<file path="config.mk">
export PLATFORM = sky130hd
export DESIGN_NAME = caliptra_apb_completer
export DESIGN_NICKNAME = d
export VERILOG_FILES = /design/src/rtl/caliptra_apb_completer_pkg.sv /design/src/rtl/caliptra_apb_completer_decode.sv /design/src/rtl/caliptra_apb_completer.sv
export SDC_FILE = /design/constraint.sdc
export NUM_CORES = 1
export LEC_CHECK = 0
export ABC_CLOCK_PERIOD_IN_PS = 4300
export BUFFER_PORTS_ARGS = -buffer_cell sky130_fd_sc_hd__buf_2
export CAP_MARGIN = 0
export CORE_ASPECT_RATIO = 0.8
export CORE_UTILIZATION = 44
export CTS_BUF_LIST = sky130_fd_sc_hd__clkbuf_16
export DETAILED_ROUTE_END_ITERATION = 6
export GPL_ROUTABILITY_DRIVEN = 0
export PLACE_DENSITY = 0.81
export SLEW_MARGIN = 5
export SYNTH_ARGS = -nofsm -noshare
export SYNTH_HDL_FRONTEND = slang
export SYNTH_SLANG_ARGS = --single-unit
export TNS_END_PERCENT = 30
</file>
<file path="constraint.sdc">
create_clock -name i_clk -period 4.3 [get_ports i_clk]
set_input_delay 1.29 -clock i_clk [delete_from_list [all_inputs] [get_ports i_clk]]
set_output_delay 1.29 -clock i_clk [all_outputs]
set_load 0.1 [all_outputs]
</file>
<file path="src/rtl/caliptra_apb_completer_pkg.sv">
// Shared types and helpers for the Caliptra APB completer.
// Holds the FSM state encoding and the timeout counter sizing rule.
package caliptra_apb_completer_pkg;

    typedef enum logic [1:0] {
        ST_IDLE,
        ST_REQ,
        ST_RESP,
        ST_ERR
    } state_t;

    // Counter must be able to hold TIMEOUT_CYCLES; a disabled timeout still needs one bit.
    function automatic int timeout_cnt_width(input int timeout_cycles);
        int w;
        w = $clog2(timeout_cycles + 1);
        return (w < 1) ? 1 : w;
    endfunction

    localparam int TIMEOUT_CNT_W_DEFAULT = timeout_cnt_width(255);

endpackage

</file>
<file path="src/rtl/caliptra_apb_completer_decode.sv">
// Combinational setup-phase decode: alignment, window range and PAUSER checks,
// plus extraction of the register byte offset.
module caliptra_apb_completer_decode
    import caliptra_apb_completer_pkg::*;
#(
    parameter int                        APB_ADDR_WIDTH  = 32,
    parameter int                        REG_ADDR_WIDTH  = 12,
    parameter logic [APB_ADDR_WIDTH-1:0] BASE_ADDR       = '0,
    parameter int                        PAUSER_CHECK_EN = 0,
    parameter logic [31:0]               PAUSER_ALLOWED  = 32'hFFFF_FFFF
) (
    input  logic [APB_ADDR_WIDTH-1:0] paddr,
    input  logic [31:0]               pauser,
    output logic                      dec_err,
    output logic [REG_ADDR_WIDTH-1:0] offset
);

    // BASE_ADDR is window-aligned, so range membership is a compare of the bits above the window.
    localparam logic [APB_ADDR_WIDTH-1:0] WIN_MASK =
        APB_ADDR_WIDTH'((64'd1 << REG_ADDR_WIDTH) - 64'd1);

    logic misaligned;
    logic out_of_range;
    logic bad_user;

    assign misaligned   = (paddr[1:0] != 2'b00);
    assign out_of_range = ((paddr & ~WIN_MASK) != (BASE_ADDR & ~WIN_MASK));
    assign bad_user     = (PAUSER_CHECK_EN != 0) && (pauser != PAUSER_ALLOWED);

    assign dec_err = misaligned | out_of_range | bad_user;
    assign offset  = paddr[REG_ADDR_WIDTH-1:0];

endmodule

</file>
<file path="src/rtl/caliptra_apb_completer.sv">
// APB completer that turns each APB transfer into one valid/ack request on an
// internal register bus, with decode checks and a request timeout.
module caliptra_apb_completer
    import caliptra_apb_completer_pkg::*;
#(
    parameter int                        APB_ADDR_WIDTH  = 32,
    parameter int                        APB_DATA_WIDTH  = 32,
    parameter int                        APB_STRB_WIDTH  = 4,
    parameter int                        REG_ADDR_WIDTH  = 12,
    parameter logic [APB_ADDR_WIDTH-1:0] BASE_ADDR       = '0,
    parameter int                        TIMEOUT_CYCLES  = 255,
    parameter int                        PAUSER_CHECK_EN = 0,
    parameter logic [31:0]               PAUSER_ALLOWED  = 32'hFFFF_FFFF
) (
    input  logic                      i_clk,
    input  logic                      i_reset,
    input  logic [APB_ADDR_WIDTH-1:0] i_apb_paddr,
    input  logic [2:0]                i_apb_pprot,
    input  logic                      i_apb_psel,
    input  logic                      i_apb_penable,
    input  logic                      i_apb_pwrite,
    input  logic [APB_DATA_WIDTH-1:0] i_apb_pwdata,
    input  logic [APB_STRB_WIDTH-1:0] i_apb_pstrb,
    input  logic [31:0]               i_apb_pauser,
    output logic                      o_apb_pready,
    output logic                      o_apb_pslverr,
    output logic [APB_DATA_WIDTH-1:0] o_apb_prdata,
    output logic                      o_req_valid,
    output logic                      o_req_write,
    output logic [REG_ADDR_WIDTH-1:0] o_req_addr,
    output logic [APB_DATA_WIDTH-1:0] o_req_wdata,
    output logic [APB_STRB_WIDTH-1:0] o_req_wstrb,
    input  logic                      i_req_ack,
    input  logic [APB_DATA_WIDTH-1:0] i_req_rdata,
    input  logic                      i_req_err
);

    localparam int                CNT_W      = timeout_cnt_width(TIMEOUT_CYCLES);
    localparam bit                TIMEOUT_EN = (TIMEOUT_CYCLES != 0);
    localparam logic [CNT_W-1:0]  CNT_LAST   =
        CNT_W'((TIMEOUT_CYCLES > 0) ? TIMEOUT_CYCLES - 1 : 0);

    state_t                    state;
    logic [CNT_W-1:0]          cnt;
    logic                      dropped;
    logic                      resp_err;
    logic [APB_DATA_WIDTH-1:0] resp_rdata;
    logic                      dec_err;
    logic [REG_ADDR_WIDTH-1:0] dec_offset;
    logic                      resp_phase;
    logic                      setup;
    logic                      timed_out;
    logic                      unused_pprot;

    assign unused_pprot = ^i_apb_pprot;

    caliptra_apb_completer_decode #(
        .APB_ADDR_WIDTH (APB_ADDR_WIDTH),
        .REG_ADDR_WIDTH (REG_ADDR_WIDTH),
        .BASE_ADDR      (BASE_ADDR),
        .PAUSER_CHECK_EN(PAUSER_CHECK_EN),
        .PAUSER_ALLOWED (PAUSER_ALLOWED)
    ) u_decode (
        .paddr  (i_apb_paddr),
        .pauser (i_apb_pauser),
        .dec_err(dec_err),
        .offset (dec_offset)
    );

    assign setup     = i_apb_psel & ~i_apb_penable;
    assign timed_out = TIMEOUT_EN && (cnt == CNT_LAST);

    always_ff @(posedge i_clk or posedge i_reset) begin
        if (i_reset) begin
            state       <= ST_IDLE;
            cnt         <= '0;
            dropped     <= 1'b0;
            resp_err    <= 1'b0;
            resp_rdata  <= '0;
            o_req_valid <= 1'b0;
            o_req_write <= 1'b0;
            o_req_addr  <= '0;
            o_req_wdata <= '0;
            o_req_wstrb <= '0;
        end else begin
            case (state)
                ST_IDLE: begin
                    // psel with penable already high here is a protocol violation and is ignored.
                    if (setup) begin
                        o_req_write <= i_apb_pwrite;
                        o_req_addr  <= dec_offset;
                        o_req_wdata <= i_apb_pwdata;
                        o_req_wstrb <= i_apb_pwrite ? i_apb_pstrb : '0;
                        cnt         <= '0;
                        dropped     <= 1'b0;
                        if (dec_err) begin
                            resp_err   <= 1'b1;
                            resp_rdata <= '0;
                            state      <= ST_ERR;
                        end else begin
                            o_req_valid <= 1'b1;
                            state       <= ST_REQ;
                        end
                    end
                end
                ST_REQ: begin
                    if (!i_apb_psel) begin
                        dropped <= 1'b1;
                    end
                    // Ack takes priority over a timeout landing in the same cycle.
                    if (i_req_ack) begin
                        o_req_valid <= 1'b0;
                        resp_err    <= i_req_err;
                        resp_rdata  <= o_req_write ? '0 : i_req_rdata;
                        state       <= (dropped || !i_apb_psel) ? ST_IDLE : ST_RESP;
                    end else if (timed_out) begin
                        o_req_valid <= 1'b0;
                        resp_err    <= 1'b1;
                        resp_rdata  <= '0;
                        state       <= (dropped || !i_apb_psel) ? ST_IDLE : ST_RESP;
                    end else if (TIMEOUT_EN) begin
                        cnt <= cnt + 1'b1;
                    end
                end
                ST_RESP, ST_ERR: begin
                    if (!i_apb_psel || i_apb_penable) begin
                        state <= ST_IDLE;
                    end
                end
                default: state <= ST_IDLE;
            endcase
        end
    end

    assign resp_phase    = (state == ST_RESP) || (state == ST_ERR);
    assign o_apb_pready  = resp_phase & i_apb_psel & i_apb_penable;
    assign o_apb_pslverr = o_apb_pready & resp_err;
    assign o_apb_prdata  = (o_apb_pready && !o_req_write) ? resp_rdata : '0;

endmodule

</file>
==> results of run 1 <==
==> sequential cells by signal (all words and copies together), names as in the netlist <==
signal and count:
o_req_addr 12, cnt 8, o_req_wdata 32, state 2, resp_err 1, dropped 1
o_req_write 1, o_req_valid 1, resp_rdata 32, o_req_wstrb 4
==> synth_stat cells <==
cell type	instances	area (um^2)
nand2_1	152	570.6
dfrtp_1	94	2352
and2_1	32	200.2
a22o_2	28	280.3
clkbuf_1	16	60.06
nor2_1	11	41.29
nand3_1	7	35.03
nor4_1	7	43.79
inv_1	6	22.52
a22o_1	5	43.79
buf_6	4	45.04
o211ai_1	4	30.03
mux2i_1	3	30.03
nand4b_1	3	26.28
xnor2_1	3	26.28
and3_1	2	12.51
ha_1	2	25.02
nand2b_1	2	12.51
nand4_1	2	12.51
nor3_1	2	10.01
o21ai_0	2	10.01
or4_4	2	22.52
a21oi_1	1	5.000
and2b_1	1	7.510
buf_2	1	5.000
nor2b_1	1	6.260
o2111ai_1	1	8.760
o211ai_4	1	21.27
o21ba_2	1	10.01
o31ai_1	1	7.510
or2_2	1	6.260
or3b_2	1	8.760
==> tightest hold or removal path, delay by kind of cell, from the launching register on <==
family | cells | cell delay (ns)
and+or+nand+nor | 2 | 0.10
DFF | 1 | 0.34
==> power by group through the flow <==
stage          combinational [mW]  sequential [mW]  clock [mW]
2_1_floorplan               0.324             2.20           0
3_3_place_gp                 1.58             1.22           0
3_5_place_dp                 1.61             1.23           0
4_1_cts                      1.60             1.22       0.792
5_1_grt                      1.66             1.24       0.832
6_report                     1.60             1.22       0.774
==> kinds of logic after synthesis <==
group / Yosys count / share of synthesized area
buf+inv: 27 / 0.03316
compound gates: 44 / 0.1042
simple gates: 226 / 0.2541
flops: 94 / 0.5882
mux: 3 / 0.007510
fa+ha+maj: 2 / 0.006257
xor+xnor: 3 / 0.006572
==> path summary, 6_finish.rpt <==
check                                   endpoint           start  slack [ns]  cells after the start
max in group asynchronous         resp_rdata[26]         i_reset        2.46                      3
worst min-delay path              o_req_wstrb[1]  o_req_wstrb[1]        0.47                      2
min in group asynchronous          resp_rdata[1]         i_reset        1.00                      2
worst min register to register    o_req_wstrb[1]  o_req_wstrb[1]        0.47                      2
worst max register to register    o_req_wdata[7]        state[0]        2.12                      5
worst max-delay path            o_apb_prdata[26]      i_apb_psel        0.59                      6
==> stage by stage <==
| stage | hold slack, ns | setup WS (ns) | power (mW) | cells | area (um^2) |
|---|---|---|---|---|---|
| 6_report | 0.4657 | 0.5935 | 3.591 | 704 | 5824 |
| 4_1_cts | 0.4663 | 0.5940 | 3.615 | 704 | 5824 |
| 5_1_grt | 0.4899 | 0.5246 | 3.739 | 704 | 5824 |
| 3_3_place_gp | 0.4482 | 0.6634 | 2.801 | 688 | 5532 |
| 3_5_place_dp | 0.4523 | 0.6138 | 2.833 | 688 | 5532 |
| 2_1_floorplan | 0.4412 | 0.3578 | 2.526 | 399 | 3999 |
==> per-layer routing <==
layer	wire, um	vias to the layer above	part of all wire	GRT usage
li1	-	1690	-	-
met1	4503	1755	0.43	0.3078
met2	5227	116	0.50	0.3711
met3	597	13	0.057	0.06058
met4	157	0	0.015	0.06757
met5	0	-	0	0
==> layout make-up <==
class	instances	area [um^2]
Clock buffer	9	225.2
Fill cell	676	2809
Multi-Input combinational cell	278	1524
Sequential cell	94	2352
Inverter	6	23.77
Timing Repair Buffer	198	1491
Tap cell	112	140.1
Clock inverter	7	67.56
==> results.md, run 1 <==
* Remaining antenna violation count at 0
* Remaining routing DRC violations at 0
* Antenna violations before repair at 0
* Core footprint at 8633 um^2
* Family with the most delay on the worst path: buffers and inverters
* Sequential Power Share at 0.340
* Vias in the first global route at 3429
* Total CTS buffers at 9
* Clock net sink count at 94
* CTS root buf: clkbuf_16
* Crit path time final at 3.706 ns
* Combinational share of power at 0.445
* # hold bufs at CTS at 0
* Setup_tns at 0 ns
* Wirelength per Cell at 14.89 um
* CP Data Required Time at 3.01 ns
* Gate count of the mapped netlist at 399
* Reg clk slew, reported paths at 0.06 ns
* Worst slew margin at 0.3255
* Fin. Hold Viols at 0
* Worst slew pin tran at 1.012 ns
* Worst VDD drop at 0.0005748 V
* Worst-skew pair later-pin latency at 0.33 ns
* Share of layout cells above drive strength 1 at 0.4206
* Postcts setup bufs at 0
* Final design utilization at 0.6746
* Warnings from Yosys at 0
* Via-to-Cell Ratio at 5.077
* Clock power share at 0.215
* GRT Residual Overflow at 0
* Final Setup Violations at 0
* Max Clock Skew at 0.008434 ns
* Syn-to-layout area delta at 45.65%
* Commonest non-fill, non-tap cells in the layout: 158 x buf_2, 152 x nand2_1, 94 x dfrtp_1
* Input/output buffers at 190
* RSZ-0062 raised after global routing: no
* CTS tree: yes
* Int Power at 1.822 mW
* GRT Util Overall at 0.2306
* HP Class: flip-flop to flip-flop
* Slowest stage delay, CP at 0.26 ns
* Die area at 9476 um^2
* Max_cap viols at 0
* Startpoint type of the worst setup path: input pin
* Yosys reg bits at 94
* Leakage at 3.115 nW
* Die Wd at 108.6 um
* CTS Buffer Depth at 2
* Die extent in y at 87.27 um
* Arr. time, crit path at 2.42 ns
* CP max-delay cell: buf_4
* Largest net degree at the start of global routing at 56
* Power Dens Cells at 616.6 nW/um^2
* Nets at 731
* Fin. max-slew vios at 0
* Total nets after synthesis at 543
* Worst Setup End Kind: output port
* Diodes inserted at 0
* Crit path max fanout at 25
* Avg Inst Size Synth at 10.02 um^2
* # IOs at 226
* # rows at 30
* Post-Syn Area at 3999 um^2
* Sequential fraction of the synthesis area at 0.5882
* Crit path cell chain: buf_2 > nand3_1 > nor2_1 > buf_4 > and2_1 > buf_12
* Status: finished clean
* WP buf/inv at 3
* Post-cts resize count at 0
* Critical path class: input pin to output port
* P_sw at 1.769 mW
* Starting Density at 0.4632
* Total number of vias at 3574
* DRT iter0 DRCs at 122
* Fmax at 269.8 MHz
* Library cells used by synthesis at 32
* First-pass GRT wire length at 16.78 mm
* Drt total wl at 10.49 mm
* DR pass1 iterations at 4
* Sw frac at 0.4926
* Tcrit/Tclk final at 0.8620
* Most common cell after layout, fill and taps aside: buf_2
* CTS H-tree depth at 3
* Detailed Place HPWL at 7.679 mm
(Power assumes the default switching activity.)
==> run 2: changes to the inputs <==
--- a/config.mk
+++ b/config.mk
@@ -13,6 +13,7 @@
 export CTS_BUF_LIST = sky130_fd_sc_hd__clkbuf_16
 export DETAILED_ROUTE_END_ITERATION = 6
 export GPL_ROUTABILITY_DRIVEN = 0
+export GPL_TIMING_DRIVEN = 0
 export PLACE_DENSITY = 0.81
 export SLEW_MARGIN = 5
 export SYNTH_ARGS = -nofsm -noshare
==> run 2 against run 1 <==
Compared with the run above: clock-buffer cell count unchanged; sequential share of layout area increased by 2.9 points; flip-flop and latch count unchanged; core utilization is 4.5 points lower; hold slack improved by 0.0045 ns; routed wire length grew 2.5%; cell count up 2.0%; largest power group unchanged; highest routed layer unchanged.
==> results.md, run 2 (synthesis gave the netlist of run 1 again) <==
* Post-cts resize count at 0
* Worst-skew pair later-pin latency at 0.34 ns
* Drt total wl at 10.74 mm
* Via-to-Cell Ratio at 4.968
* Fin. max-slew vios at 0
* Worst VDD drop at 0.0004975 V
* GRT Util Overall at 0.2313
* Vias in the first global route at 3395
* Tcrit/Tclk final at 0.9372
* Met1 Use GR at 0.3026
* Leakage at 3.058 nW
* Fmax at 248.2 MHz
* Wirelength per Cell at 14.96 um
* Syn-to-layout area delta at 35.89%
* HP Class: flip-flop to flip-flop
* GR Layer Usage met2 at 0.3884
* Startpoint type of the worst setup path: input pin
* Detailed Place HPWL at 8.032 mm
* Arr. time, crit path at 2.74 ns
* Design Area, Final at 5434 um^2
* Nets at 745
* Commonest non-fill, non-tap cells in the layout: 191 x buf_2, 152 x nand2_1, 94 x dfrtp_1
* Worst slew pin tran at 0.6758 ns
* Starting Density at 0.4632
* # IOs at 226
* CTS tree: yes
* Fin. Hold Viols at 0
* Input/output buffers at 190
* # hold bufs at CTS at 0
* Remaining routing DRC violations at 0
* Dpl cell area at 5120 um^2
* Power Dens Cells at 672.5 nW/um^2
* Routing usage on met3 at 0.04712
* Largest registers: o_req_wdata: 32 flops, resp_rdata: 32 flops, o_req_addr: 12 flops
* DR pass1 iterations at 4
* Remaining antenna violation count at 0
* Max_cap viols at 0
* Crit path time final at 4.030 ns
* Postcts setup bufs at 0
* CTS Buffer Depth at 2
* Antenna violations before repair at 0
* DRT iter0 DRCs at 97
* Die extent in y at 87.27 um
* Total number of vias at 3567
* Fillers at 723
* CTS root buf: clkbuf_16
* RSZ-0062 raised after global routing: no
* Critical path class: input pin to output port
* Total CTS buffers at 9
* Final Setup Violations at 0
* Worst Setup End Kind: output port
* Diodes inserted at 0
* Largest net degree at the start of global routing at 65
* Core footprint at 8633 um^2
* Status: finished clean
* Reg clk slew, reported paths at 0.07 ns
* Die Wd at 108.6 um
* GRT busiest layer: met2
* Share of layout cells above drive strength 1 at 0.4076
* Clock net sink count at 94
* GRT Residual Overflow at 0
* Max Clock Skew at 0.009042 ns
* First-pass GRT wire length at 16.70 mm
* Most common cell after layout, fill and taps aside: buf_2
* Die area at 9476 um^2
* Final design utilization at 0.6294
* CTS H-tree depth at 3
* Crit path max fanout at 10
* # rows at 30
* CP Data Required Time at 3.01 ns
* Worst slew margin at 0.5478
## run 2: cell count changes in the layout (fill, tap and decap cells not counted), sizes merged
cell	change
clkbuf	+16
clkinv	-3
inv	+3
buf	-2
## run 2: worst max-delay path: stages
cell	delay, ns
buf_2	0.12
nand3_1	0.13
nor2_1	0.24
clkbuf_1	0.34
and2_1	0.20
buf_2	0.43
## run 2: through the flow
stage | power [mW] | hold slack, ns | setup WS, ns | setup TNS [ns] | std cells
2_1_floorplan | 2.526 | 0.4412 | 0.3578 | 0 | 399
3_3_place_gp | 2.799 | 0.4477 | -0.4178 | -38.61 | 701
3_5_place_dp | 2.838 | 0.4548 | 0.2750 | 0 | 702
4_1_cts | 3.677 | 0.4692 | 0.2639 | 0 | 718
5_1_grt | 3.793 | 0.4979 | 0.1312 | 0 | 718
6_report | 3.654 | 0.4702 | 0.2702 | 0 | 718
## run 2: area by class of cell
| class | count | area [um^2] | area share |
|---|---|---|---|
| Clock buffer | 9 | 225.2 | 0.04145 |
| Buffer | 21 | 110.1 | 0.02026 |
| Clock inverter | 7 | 88.84 | 0.01635 |
| Tap cell | 112 | 140.1 | 0.02579 |
| Inverter | 6 | 25.02 | 0.004605 |
| Timing Repair Buffer | 191 | 978.4 | 0.1801 |
| Multi-Input combinational cell | 278 | 1514 | 0.2786 |
| Sequential cell | 94 | 2352 | 0.4329 |
## run 2: power by group
group	internal, mW	switching (mW)	total [mW]
Sequential	1.09	0.122	1.22
Clock	0.466	0.367	0.833
Combinational	0.281	1.32	1.61
## run 2: layer usage
metal | share of wire | wire length [um] | vias up
li1 | - | - | 1721
met1 | 0.44 | 4713 | 1723
met2 | 0.50 | 5407 | 112
met3 | 0.046 | 499 | 11
met4 | 0.012 | 125 | 0
met5 | 0 | 0 | -
## run 2: final timing paths
check	start	end	slack [ns]	cells past startpoint
worst min register to register	o_req_wdata[19]	o_req_wdata[19]	0.47	2
worst min-delay path	o_req_wdata[19]	o_req_wdata[19]	0.47	2
max in group asynchronous	i_reset	o_req_wdata[0]	2.69	3
min in group asynchronous	i_reset	resp_rdata[2]	0.94	2
worst max register to register	state[0]	o_req_wstrb[3]	2.05	5
worst max-delay path	i_apb_psel	o_apb_prdata[1]	0.27	6
